### src/rtl/uop_sequencer.sv
// uop_sequencer: parametrised microcode sequencer.
// Selects one of NUM_PROGS entry points, fetches uops from a shared registered
// ROM, issues each one to the executor with valid/ready, waits for uop_done,
// and stops at an OPCODE_RDY word or at the last ROM address.
// Optional issued-uop watchdog: define UOP_SEQ_WATCHDOG_EN.
module uop_sequencer #(
    parameter int unsigned                 UOP_W      = 20,
    parameter int unsigned                 ADDR_W     = 6,
    parameter int unsigned                 OPCODE_W   = 4,
    parameter logic [OPCODE_W-1:0]         OPCODE_RDY = '0,
    parameter int unsigned                 NUM_PROGS  = 4,
    parameter int unsigned                 PROG_ID_W  = 2,
    parameter logic [NUM_PROGS*ADDR_W-1:0] PROG_BASES = {6'd48, 6'd32, 6'd16, 6'd0},
    parameter int unsigned                 WDOG_MAX   = 63
) (
    input  logic                 clk,
    input  logic                 rst,
    input  logic                 start,
    input  logic [PROG_ID_W-1:0] prog_id,
    output logic                 busy,
    output logic                 done,
    output logic                 err,
    output logic [ADDR_W-1:0]    rom_addr,
    input  logic [UOP_W-1:0]     rom_data,
    output logic [UOP_W-1:0]     uop,
    output logic                 uop_valid,
    input  logic                 uop_ready,
    input  logic                 uop_done
);

    typedef enum logic [2:0] {
        S_IDLE,
        S_FETCH,
        S_DECODE,
        S_ISSUE,
        S_WAIT
    } state_t;

    localparam logic [ADDR_W-1:0] PC_ONE = ADDR_W'(1);

    // The issued-uop counter is 8 bits wide, so the limit has to fit in it.
    if (WDOG_MAX > 255) begin : g_wdog_range
        $error("WDOG_MAX must fit in 8 bits");
    end

    state_t              state_q;
    logic [ADDR_W-1:0]   pc_q;
    logic [ADDR_W-1:0]   rom_addr_q;
    logic [UOP_W-1:0]    uop_q;
    logic                uop_valid_q;
    logic                busy_q;
    logic                done_q;
    logic                err_q;

    logic [ADDR_W-1:0]   entry_d;
    logic                prog_ok_d;
    logic [ADDR_W-1:0]   pc_inc_d;
    logic                is_rdy_d;

`ifdef UOP_SEQ_WATCHDOG_EN
    localparam logic [7:0] WDOG_LIMIT = 8'(WDOG_MAX);
    logic [7:0]          wdog_q;
`endif

    // Entry-point lookup; an id with no table entry leaves prog_ok_d low.
    always_comb begin
        entry_d   = '0;
        prog_ok_d = 1'b0;
        for (int unsigned i = 0; i < NUM_PROGS; i++) begin
            if (prog_id == PROG_ID_W'(i)) begin
                entry_d   = PROG_BASES[i*ADDR_W +: ADDR_W];
                prog_ok_d = 1'b1;
            end
        end
    end

    assign pc_inc_d = pc_q + PC_ONE;
    assign is_rdy_d = (rom_data[UOP_W-1 -: OPCODE_W] == OPCODE_RDY);

    // Sequencer FSM with all outputs registered.
    // rom_addr is loaded on entry to FETCH so the ROM read overlaps FETCH.
    always_ff @(posedge clk) begin
        if (rst) begin
            state_q     <= S_IDLE;
            pc_q        <= '0;
            rom_addr_q  <= '0;
            uop_q       <= '0;
            uop_valid_q <= 1'b0;
            busy_q      <= 1'b0;
            done_q      <= 1'b0;
            err_q       <= 1'b0;
`ifdef UOP_SEQ_WATCHDOG_EN
            wdog_q      <= '0;
`endif
        end else begin
            done_q <= 1'b0;
            err_q  <= 1'b0;
            case (state_q)
                S_IDLE: begin
                    if (start) begin
                        if (prog_ok_d) begin
                            pc_q       <= entry_d;
                            rom_addr_q <= entry_d;
                            busy_q     <= 1'b1;
                            state_q    <= S_FETCH;
`ifdef UOP_SEQ_WATCHDOG_EN
                            wdog_q     <= '0;
`endif
                        end else begin
                            err_q <= 1'b1;
                        end
                    end
                end
                S_FETCH: begin
                    rom_addr_q <= pc_q;
                    state_q    <= S_DECODE;
                end
                S_DECODE: begin
                    if (is_rdy_d) begin
                        done_q  <= 1'b1;
                        busy_q  <= 1'b0;
                        state_q <= S_IDLE;
                    end
`ifdef UOP_SEQ_WATCHDOG_EN
                    else if (wdog_q >= WDOG_LIMIT) begin
                        err_q   <= 1'b1;
                        busy_q  <= 1'b0;
                        state_q <= S_IDLE;
                    end
`endif
                    else begin
                        uop_q       <= rom_data;
                        uop_valid_q <= 1'b1;
                        state_q     <= S_ISSUE;
                    end
                end
                S_ISSUE: begin
                    if (uop_ready) begin
                        uop_valid_q <= 1'b0;
                        state_q     <= S_WAIT;
`ifdef UOP_SEQ_WATCHDOG_EN
                        wdog_q      <= wdog_q + 8'd1;
`endif
                    end
                end
                S_WAIT: begin
                    if (uop_done) begin
                        if (pc_q == '1) begin
                            err_q   <= 1'b1;
                            busy_q  <= 1'b0;
                            state_q <= S_IDLE;
                        end else begin
                            pc_q       <= pc_inc_d;
                            rom_addr_q <= pc_inc_d;
                            state_q    <= S_FETCH;
                        end
                    end
                end
                default: state_q <= S_IDLE;
            endcase
        end
    end

    assign busy      = busy_q;
    assign done      = done_q;
    assign err       = err_q;
    assign rom_addr  = rom_addr_q;
    assign uop       = uop_q;
    assign uop_valid = uop_valid_q;

endmodule

### config.mk
export PLATFORM = sky130hd
export DESIGN_NAME = uop_sequencer
export DESIGN_NICKNAME = d
export VERILOG_FILES = /design/src/rtl/uop_sequencer.sv
export SDC_FILE = /design/constraint.sdc
export NUM_CORES = 1
export LEC_CHECK = 0
export ABC_AREA = 1
export BUFFER_PORTS_ARGS = -buffer_cell sky130_fd_sc_hd__buf_2
export CAP_MARGIN = 20
export CORE_MARGIN = 10
export CORE_UTILIZATION = 54
export CTS_CLUSTER_DIAMETER = 40
export DETAILED_ROUTE_END_ITERATION = 8
export PLACE_DENSITY = 0.84
export SYNTH_ARGS = -nofsm -noshare
export SYNTH_HDL_FRONTEND = slang
export SYNTH_SLANG_ARGS = --single-unit
### constraint.sdc
create_clock -name clk -period 2.4 [get_ports clk]
set_input_delay 0.36 -clock clk [delete_from_list [all_inputs] [get_ports clk]]
set_output_delay 0.36 -clock clk [all_outputs]
set_load 0.05 [all_outputs]
Yosys cells after proc, flatten, opt, wreduce, memory -nomap -nowiden
Index checks and enable logic that the tools add are counted.
Storage, ports and cells
  word-level logic and storage cells: 76
  memories: 0
  output and inout port bits: 30
  bits in registers: 39
  ROM bits: 0
  bits in latches: 0
  RAM bits: 0
  bits of input ports: 27
Cells by class
  $add $sub $neg: 1
  shifts and indexed selects: 0
  equality and inequality tests: 16
  div/mod/pow operators: 0
  bitwise logic cells: 2
  muxes and demuxes: 35
  order comparisons: 0
  multiply operators: 0
  reductions and logical operators: 14
Operators by type and width (count)
  2-to-1 mux 6 bit: 6
  case mux 6 bit (3 select lines): 1
  2-to-1 mux 1 bit: 17
  != test 2 bit (second input constant): 8
  case mux 3 bit (5 select lines): 1
  2-to-1 mux 3 bit: 4
  case mux 6 bit (2 select lines): 1
  AND reduction 5 bit: 2
  adder 6 x 1 -> 6 bit (second input constant): 1
  equality test 3 x 2 -> 1 bit (second input constant): 2
  equality test 6 bit (second input constant): 1
  AND reduction 6 bit: 1
  nonzero test 3 bit: 2
  2-to-1 mux 5 bit: 1
  equality test 2 bit (second input constant): 2
  logical NOT 4 bit: 1
  case mux 1 bit (2 select lines): 2
  AND reduction 4 bit: 1
  nonzero test 2 bit: 2
  equality test 3 x 1 -> 1 bit (second input constant): 1
  equality test 3 bit (second input constant): 1
  logical NOT 3 bit: 1
  case mux 1 bit (3 select lines): 1
  AND reduction 3 bit: 1
  other kinds (6): 7

Longest topological paths before layout
Gate-level depths: netlist of the first run.
  depth in word-level cells: 8
  gate-level depth with buffers: 9

Worst setup path before layout of the first run
OpenSTA, ideal clock, no wires.
  path type: register -> register
  from: reg pc_q[1]
  to: reg rom_addr_q[0], in the netlist rom_addr[0]
  path slack: 1.055 ns
  path buffers: 1
  stages on the path, launching flop included: 10
  setup time: 0.113 ns
  clock period less this slack: 1.345 ns
  data arrival time: 1.232 ns
  path through: dfxtp_1 -> ha_1 -> nand3_1 -> nor2_1 -> nand2_4 -> nand4_4 -> buf_6 -> nand2_1 -> nand2_1 -> nor2_1
On the way
  word-level cells in the longest chain between the ends: 3
Ends and longest elaborated chain
  start, declared: line 47  | logic [ADDR_W-1:0] pc_q;
  start signal, assigned: line 102  | pc_q <= entry_d;
  start signal, assigned: line 153  | pc_q <= pc_inc_d;
  equality test 6 bit: line 148  | if (pc_q == '1) begin
  != test 2 bit (no source line)
  AND reduction 5 bit (no source line)
  end signal, assigned: line 103  | rom_addr_q <= entry_d;
  end signal, assigned: line 115  | rom_addr_q <= pc_q;
  end signal, assigned: line 154  | rom_addr_q <= pc_inc_d;
  end, declared: line 48  | logic [ADDR_W-1:0] rom_addr_q;
No other way between the ends.
A chain may end at the register's enable or synchronous reset.

Final worst setup path of the first run
  from: reg state_q[1]
  to: reg state_q[0]
On the way
  word-level cells in the longest chain between the ends: 3
  elaborated cells between the ends (all ways): 11
  those cells by class: eq/ne: 8; mux: 1; reduce/logical: 2
Ends and longest elaborated chain
  start, declared: line 46  | state_t state_q;
  start signal, assigned: line 84  | state_q <= S_IDLE;
  start signal, assigned: line 105  | state_q <= S_FETCH;
  start signal, assigned: line 116  | state_q <= S_DECODE;
  equality test 3 bit (tied with other cells): line 98  | case (state_q)
  != test 2 bit (no source line)
  AND reduction 4 bit (no source line)
Parallel ways exist; a longest one is shown, timed or not.

==> flow_metrics.py, run 1 <==
metrics = {
    "grt": {
        "grt_pass1_wl_mm": 7.53,
        "grt_pass1_vias": 1751,
        "gr-total-overflow": 0,
        "track_usage_pct": 14.7,
        "grt_start_max_net_pins": 23,
        "antenna_found_initial": 0,
    },
    "clock_tree": {
        "worstSkewPairLatency_ns": 0.34,
        "clock-sinks": 39,
        "cts_tree": "done",
        "root_buffer": "clkbuf_4",
        "path_clk_slew_ns": 0.10,
        "cts_resized": 0,
        "cts.path.max_buffers": 2,
        "numCtsBuffers": 5,
        "htreeDepth": 2,
        "hold_buffers": 0,
        "post_cts_buffers": 0,
    },
    "power": {
        "power_switching_mw": 1.28,
        "powerDensity_nw_per_um2": 1190,
        "sw_frac_of_total_pct": 50.2,
        "p_int_mw": 1.27,
        "power_frac_clock_pct": 11.7,
        "p_comb_share_pct": 50.9,
        "pwr-share-seq_pct": 37.4,
        "p_leak_nw": 1.13,
        "ir_drop_mv": 0.577,
    },
    "yosys": {
        "yosysWarnings": 0,
        "synth_area_leaders": "dfxtp_1 (43%), nor2_1 (14%), nand2_1 (9.2%)",
        "synth_top_area_cell": "dfxtp_1",
        "synth.distinct_cells": 24,
        "syn_inst": 257,
        "synth_edf_count": 0,
        "yosys.area.top_type_share_pct": 43.5,
        "syn-cell-area_um2": 1800,
        "syn_nets": 285,
        "synth-main-ff-cell": "dfxtp_1",
        "async_reset_ff_share_pct": 0,
        "synth.avg_cell_area_um2": 6.99,
        "ys_seq_area_share_pct": 43.5,
        "synth_seq_cells": 39,
    },
    "timing": {
        "finalCritPeriodShare_pct": 70.7,
        "rsz0062_at_grt": "no",
        "maxSlewViolCount": 0,
        "hold_violations": 0,
        "setup_viol": 0,
        "setup_slack_ns": 0.703,
        "final.setup.tns_ns": 0,
        "worst_pin_slew_ns": 0.681,
        "fin_skew_ns": 0.00732,
        "slew_headroom_pct": 54.5,
        "fmax_ghz": 0.589,
        "fin_crit_ns": 1.70,
    },
    "routing": {
        "via_count": 1778,
        "first_iter_violations": 82,
        "drtAntennaViolNets": 0,
        "via_per_inst": 4.98,
        "postRouteWirelength_mm": 4.29,
        "drt_drc_violations_left": 0,
        "wire_per_inst_um": 12.0,
        "dr.pass1.iters": 4,
    },
    "layout": {
        "final.fill_count": 286,
        "diodes": 0,
        "nets": 342,
        "drive_gt1_share_pct": 24.6,
        "syn2layout_area_growth_pct": 18.7,
    },
    "place": {
        "port_buffers": 56,
        "gp_congestion": 0.882,
        "post-dp-hpwl_mm": 3.30,
        "pre_cts_ws_ns": 0.668,
    },
    "die": {
        "die_area_um2": 6030,
        "placementRows": 20,
        "ioPinCount": 57,
        "chipWidth_um": 77.7,
        "core_um2": 3130,
        "die_y_um": 77.7,
        "start_util_pct": 57.4,
    },
    "critical_path": {
        "slowest_delay_ns": 0.41,
        "critical_path_required_ns": 2.69,
        "crit_type": "reg2reg",
        "critPathLaunchType": "register",
        "path_buf_inv": 2,
        "endpoint_kind": "register",
        "worstPathCellList": "inv_1 > nor2_4 > nand2_2 > inv_1 > nand2_1 > nand3_1 > nand2_1 > a21oi_1",
        "crit_slowest_cell": "dfxtp_1",
        "cp_top_family": "simple AND/OR/NAND/NOR gates",
        "critPathMaxFanout": 21,
        "worstPathArrival_ns": 1.98,
    },
    "min_path": {
        "hold_path.class": "in2reg",
    },
    "run_status": {
        "run_status": "finished, final reports clean",
    },
    "job": {
        "drv_cap": 0,
    },
}
-- power by group through the flow --
stage | clock (mW) | combinational, mW | sequential, mW
2_1_floorplan | 0 | 0.580 | 1.42
3_3_place_gp | 0 | 1.28 | 0.960
3_5_place_dp | 0 | 1.31 | 0.962
4_1_cts | 0.311 | 1.31 | 0.951
5_1_grt | 0.336 | 1.43 | 0.983
6_report | 0.297 | 1.29 | 0.952
-- synth_stat cells, types with 2 or more instances --
cell type and count:
a21oi_1 10, buf_2 3, clkbuf_1 2, dfxtp_1 39, inv_1 28, nand2_1 44, nand2_2 3, nand2_4 2
nand3_1 12, nand3_2 2, nor2_1 67, nor2_2 2, nor2_4 3, o21ai_0 29, o21bai_1 2
-- tightest hold or removal path: cells and delay by family --
kind / cells / cell delay, ns
buffers and inverters: 1 / 0.08
AND/OR/NAND/NOR: 2 / 0.11
-- registers in the layout, summed over array words and instances, names as in the netlist --
| signal | cells |
|---|---|
| busy | 1 |
| done | 1 |
| err | 1 |
| pc_q | 6 |
| rom_addr | 6 |
| state_q | 3 |
| uop | 20 |
| uop_valid | 1 |
-- stage by stage --
| step | instance area (um2) | hold slack (ns) | utilization [%] | cells | total power [mW] |
|---|---|---|---|---|---|
| finish | 2130 | 0.232 | 68.2 | 357 | 2.54 |
| global route | 2130 | 0.225 | 68.2 | 357 | 2.75 |
| CTS | 2130 | 0.215 | 68.2 | 357 | 2.57 |
| detailed placement | 2090 | 0.456 | 66.8 | 351 | 2.27 |
| global placement | 2090 | 0.454 | 66.8 | 351 | 2.24 |
| floorplan | 1800 | 0.429 | - | 257 | 2.00 |
-- cells in the final DEF (no fill, tap or decap) --
cell type and count:
nand3_2 2, inv_1 28, nor3_1 1, o21bai_1 2, o211ai_1 1, nand2_4 2, o31ai_1 1, nor2_4 3
buf_4 2, buf_2 56, nand2_2 3, clkbuf_4 5, nor2_1 67, nor2_2 2, nand2_1 44, dfxtp_1 39
ha_1 1, nand4_4 1, inv_4 1, clkbuf_1 1, nand3_1 12, o21ai_0 29, a21oi_1 10
-- final cells by class --
| cell class | instances | area [um2] | area share, % |
|---|---|---|---|
| flip-flops and latches | 39 | 781 | 36.6 |
| inverters | 29 | 111 | 5.22 |
| well taps | 44 | 55.1 | 2.58 |
| clock buffers | 6 | 41.3 | 1.94 |
| multi-input cells | 181 | 848 | 39.8 |
| repair buffers | 58 | 295 | 13.8 |
-- layer usage --
layer / up-vias / GRT usage (%) / part of all wire (%)
met5: - / 0 / 0
met4: 0 / 5.11 / 1.5
met3: 9 / 7.95 / 9.4
met2: 44 / 23.7 / 46
met1: 809 / 16.1 / 43
li1: 916 / - / -
-- cell families (layout without fill, tap and decap cells) --
group                    after synthesis  count (layout)  synth area share [%]
AND/OR/NAND/NOR                      137             137                  34.0
AO/OA/AOI/OAI                         43              43                  12.5
adder cells (fa/ha/maj)                1               1                 0.697
flip-flops                            39              39                  43.5
buffers and inverters                 37              93                  9.27
-- final timing paths --
path | depth (start not counted) | endpoint | slack, ns | from
setup reg to reg | 8 | state_q[0] | 0.70 | state_q[1]
setup / recovery | 8 | state_q[0] | 0.70 | state_q[1]
hold reg to reg | 2 | uop_valid | 0.47 | uop_valid
hold / removal | 3 | uop[8] | 0.23 | rom_data[8]
(Power assumes the default switching activity.)
==> run 2: changes to the inputs <==
Settings changed: CORE_UTILIZATION 54 to 45, PLACE_DENSITY 0.84 to 0.75.
Clock period 2.4 ns to 1.52 ns, I/O delays scaled along.
==> flow_metrics.py, run 2 (synthesis gave the netlist of run 1 again) <==
metrics = {
    "place": {
        "post-dp-hpwl_mm": 3.44,
        "gp_congestion": 0.843,
        "port_buffers": 56,
    },
    "timing": {
        "slew_headroom_pct": 82.4,
        "fin_crit_ns": 1.38,
        "hold_violations": 0,
        "setup_viol": 0,
        "maxSlewViolCount": 0,
        "fin_skew_ns": 0.00423,
        "final.setup.tns_ns": 0,
        "fmax_ghz": 0.727,
        "worst_pin_slew_ns": 0.266,
        "rsz0062_at_grt": "no",
        "finalCritPeriodShare_pct": 90.6,
    },
    "clock_tree": {
        "clock-sinks": 39,
        "post_cts_buffers": 0,
        "numCtsBuffers": 5,
        "path_clk_slew_ns": 0.07,
        "hold_buffers": 0,
        "htreeDepth": 2,
        "worstSkewPairLatency_ns": 0.29,
        "cts.path.max_buffers": 2,
        "root_buffer": "clkbuf_8",
        "cts_tree": "done",
    },
    "grt": {
        "antenna_found_initial": 0,
        "grt_pass1_vias": 1828,
        "grt_start_max_net_pins": 20,
        "track_usage_pct": 12.8,
        "gr-total-overflow": 0,
        "grt_pass1_wl_mm": 7.59,
    },
    "routing": {
        "via_per_inst": 4.76,
        "via_count": 1750,
        "postRouteWirelength_mm": 4.43,
        "drt_drc_violations_left": 0,
        "wl_met3_um": 425,
        "wire_per_inst_um": 12.0,
        "met2RoutedLength_mm": 2.10,
        "drtAntennaViolNets": 0,
        "first_iter_violations": 63,
        "dr.pass1.iters": 5,
        "top_layer_used": "met4",
        "drt-met1-wl_mm": 1.86,
    },
    "die": {
        "start_util_pct": 47.6,
        "die_y_um": 83.2,
        "placementRows": 22,
        "die_area_um2": 6920,
        "ioPinCount": 57,
        "core_um2": 3770,
        "chipWidth_um": 83.2,
    },
    "layout": {
        "nets": 347,
        "syn2layout_area_growth_pct": 24.9,
        "diodes": 0,
        "drive_gt1_share_pct": 29.1,
        "final_common_cell": "nor2_1",
        "largest_reg_flops": 20,
        "utilization_pct": 59.5,
        "final_cell_mix": "nor2_1 (66), buf_2 (56), nand2_1 (43)",
    },
    "run_status": {
        "run_status": "finished, final reports clean",
    },
    "critical_path": {
        "worstPathArrival_ns": 1.56,
        "worstPathCellList": "ha_2 > nand3_2 > nor2_4 > nand2_4 > inv_1 > nor2_4 > o21ai_0 > nor2_1",
        "crit_slowest_cell": "dfxtp_2",
        "slowest_delay_ns": 0.36,
        "path_buf_inv": 1,
        "cpMostUsedCell": "nor2_4",
        "endpoint_kind": "register",
        "cp_top_family": "simple AND/OR/NAND/NOR gates",
        "reg2regPathDepth": 8,
        "critPathLaunchType": "register",
        "path_depth": 8,
        "crit_type": "reg2reg",
        "critical_path_required_ns": 1.71,
        "critPathMaxFanout": 5,
    },
    "min_path": {
        "hold_path.class": "in2reg",
        "holdPathStages": 3,
    },
    "power": {
        "ir_drop_mv": 1.03,
        "powerDensity_nw_per_um2": 1920,
        "p_leak_nw": 1.17,
        "power_mw": 4.30,
    },
    "job": {
        "drv_cap": 0,
    },
}
[run 2: cell count changes in the layout (fill, tap and decap cells not counted), sizes merged]
cell      previous run  this run
buf                 58        63
clkinv               0         1
clkinvlp             0         1
[run 2: final cells by class]
type | instances | area [um2]
Timing Repair Buffer | 63 | 333
Sequential cell | 39 | 787
Fill cell | 385 | 1530
Tap cell | 48 | 60.1
Multi-Input combinational cell | 181 | 866
Inverter | 29 | 111
Clock inverter | 2 | 12.5
Clock buffer | 6 | 72.6
[run 2: worst reg2reg max path, cell delays in order, from the launching register on]
cell and delay, ns:
dfxtp_2 0.36, ha_2 0.21, nand3_2 0.11, nor2_4 0.16, nand2_4 0.08, inv_1 0.09
nor2_4 0.06, o21ai_0 0.15, nor2_1 0.05
[run 2: metal layers]
metal	GRT usage [%]	up-vias
met5	0	-
met4	5.54	0
met3	6.05	6
met2	21.6	47
met1	13.2	770
li1	-	927
[run 2: final timing paths]
kind | start | end | slack, ns
max reg2reg | pc_q[0] | pc_q[4] | 0.14
min reg2reg | uop_valid | uop_valid | 0.47
max | pc_q[0] | pc_q[4] | 0.14
min | rom_data[12] | uop[12] | 0.15
[run 2: what timing repair did]
action                                  CTS  global route
pin swaps                                 0             1
endpoints found under the hold margin     0             0
resized for setup                         1            10
endpoints found under the setup margin    1            28
cloned                                    0             0
[run 2: metrics by stage]
stage	setup slack [ns]	hold WS, ns	cell area [um2]	instances
after CTS	0.0614	0.145	2220	368
after detailed placement	0.0133	0.455	2130	360
after floorplan	0.175	0.297	1800	257
after global routing	0.0205	0.155	2240	368
final	0.144	0.150	2240	368
after global placement	0.0914	0.447	2130	360
[run 2: power by group]
group / switching [mW] / total [mW] / internal, mW
sequential: 0.195 / 1.51 / 1.32
combinational: 1.53 / 2.11 / 0.572
clock: 0.361 / 0.681 / 0.320
total: 2.09 / 4.30 / 2.21
==> run 3: changes to the inputs <==
Settings changed: RECOVER_POWER set to 25.
==> flow_metrics.py, run 3 (synthesis gave the netlist of run 1 again) <==
metrics = {
    "routing": {
        "via_count": 1744,
        "via_per_inst": 4.74,
        "drt_drc_violations_left": 0,
        "postRouteWirelength_mm": 4.43,
        "wire_per_inst_um": 12.0,
        "drtAntennaViolNets": 0,
        "first_iter_violations": 63,
        "dr.pass1.iters": 4,
    },
    "layout": {
        "nets": 347,
        "syn2layout_area_growth_pct": 23.8,
        "final_cell_mix": "nor2_1 (66), nand2_1 (43), buf_2 (41)",
        "largest_reg_flops": 20,
        "drive_gt1_share_pct": 24.4,
        "fin_cells": 368,
        "diodes": 0,
        "design_area_um2": 2220,
        "final_common_cell": "nor2_1",
    },
    "critical_path": {
        "reg2reg_setup_slack_ns": 0.14,
        "endpoint_kind": "register",
        "critPathLaunchType": "register",
        "worstPathArrival_ns": 1.56,
        "critPathMaxFanout": 5,
        "crit_type": "reg2reg",
        "reg2regPathDepth": 8,
        "timing.rr.end": "pc_q[4]",
        "reg2reg_from": "pc_q[0]",
        "critical_path_required_ns": 1.71,
    },
    "clock_tree": {
        "path_clk_slew_ns": 0.07,
        "hold_buffers": 0,
        "cts_tree": "done",
        "cts.path.max_buffers": 2,
        "htreeDepth": 2,
        "post_cts_buffers": 0,
        "root_buffer": "clkbuf_8",
        "numCtsBuffers": 5,
        "worstSkewPairLatency_ns": 0.29,
        "clock-sinks": 39,
    },
    "power": {
        "ir_drop_mv": 1.03,
        "p_comb_share_pct": 48.6,
        "power_frac_clock_pct": 15.9,
        "p_leak_nw": 1.11,
        "powerDensity_nw_per_um2": 1920,
        "p_int_mw": 2.18,
        "pwr-share-seq_pct": 35.5,
        "power_switching_mw": 2.09,
        "sw_frac_of_total_pct": 48.9,
    },
    "grt": {
        "grt_start_max_net_pins": 20,
        "grt_pass1_wl_mm": 7.59,
        "gr-total-overflow": 0,
        "grt_pass1_vias": 1828,
        "antenna_found_initial": 0,
        "track_usage_pct": 12.8,
    },
    "timing": {
        "finalCritPeriodShare_pct": 90.5,
        "rsz0062_at_grt": "no",
        "hold_violations": 0,
        "slew_headroom_pct": 59.2,
        "worst_pin_slew_ns": 0.615,
        "setup_viol": 0,
        "fmax_ghz": 0.727,
        "maxSlewViolCount": 0,
        "final.setup.tns_ns": 0,
        "fin_skew_ns": 0.00442,
        "fin_crit_ns": 1.38,
    },
    "die": {
        "chipWidth_um": 83.2,
        "placementRows": 22,
        "ioPinCount": 57,
        "start_util_pct": 47.6,
        "core_um2": 3770,
        "die_area_um2": 6920,
        "die_y_um": 83.2,
    },
    "job": {
        "drv_cap": 0,
    },
    "place": {
        "placed_area_um2": 2130,
        "post-dp-hpwl_mm": 3.44,
        "place_inst": 360,
        "port_buffers": 56,
        "gp_congestion": 0.843,
    },
    "run_status": {
        "run_status": "finished, final reports clean",
    },
    "min_path": {
        "holdPathStages": 3,
        "hold_path.class": "in2reg",
        "hold_end": "uop[12]",
        "min_from": "rom_data[12]",
    },
}
-- run 3: cell count changes in the layout (fill, tap and decap cells not counted), sizes merged --
| cell | change |
|---|---|
| clkbuf | +15 |
| buf | -15 |
-- run 3: final cells by class --
| cell class | instances | area (um2) |
|---|---|---|
| clock buffers | 6 | 72.6 |
| clock inverters | 2 | 12.5 |
| fillers | 393 | 1550 |
| inverters | 29 | 111 |
| multi-input cells | 181 | 866 |
| flip-flops and latches | 39 | 787 |
| well taps | 48 | 60.1 |
| repair buffers | 63 | 314 |
-- run 3: routing by layer --
layer	wire length, um	track usage [%]	vias to the layer above
met3	439	6.05	6
met5	0	0	-
li1	-	-	927
met1	1840	13.2	760
met2	2090	21.6	51
met4	55	5.54	0
-- run 3: timing repair --
action                     in CTS  in global routing
setup endpoints to repair       1                 28
cloned                          0                  0
pin swaps                       0                  1
gates resized for setup         1                 10
-- run 3: critical path: stages (launching register included) --
cell and delay [ns]:
dfxtp_2 0.36, ha_2 0.21, nand3_2 0.11, nor2_4 0.16
nand2_4 0.08, inv_1 0.09, nor2_4 0.06, o21ai_0 0.15
nor2_1 0.05
-- run 3: worst max path at each step --
stage                          start           to  slack [ns]  cells past startpoint
after floorplan              pc_q[1]  rom_addr[0]        0.18                      9
after global placement    state_q[2]      pc_q[3]        0.09                      7
after detailed placement     pc_q[1]      pc_q[0]        0.01                      8
after CTS                    pc_q[1]      pc_q[0]        0.06                      8
after global routing         pc_q[1]      pc_q[0]        0.02                      8
final                        pc_q[0]      pc_q[4]        0.14                      8
-- run 3: power by group through the flow --
stage | Combinational, mW | Clock (mW) | Sequential (mW)
2_1_floorplan | 0.916 | 0 | 2.24
3_3_place_gp | 2.09 | 0 | 1.51
3_5_place_dp | 2.12 | 0 | 1.52
4_1_cts | 2.13 | 0.700 | 1.50
5_1_grt | 2.29 | 0.734 | 1.56
6_report | 2.08 | 0.680 | 1.52
-- run 3: metrics by stage --
step	setup slack [ns]	total power [mW]	util (%)	hold slack (ns)
finish	0.144	4.28	59.0	0.150
global route	0.0205	4.59	59.0	0.155
CTS	0.0614	4.33	58.9	0.145
detailed placement	0.0133	3.64	56.6	0.455
global placement	0.0914	3.60	56.6	0.447
floorplan	0.175	3.16	-	0.297
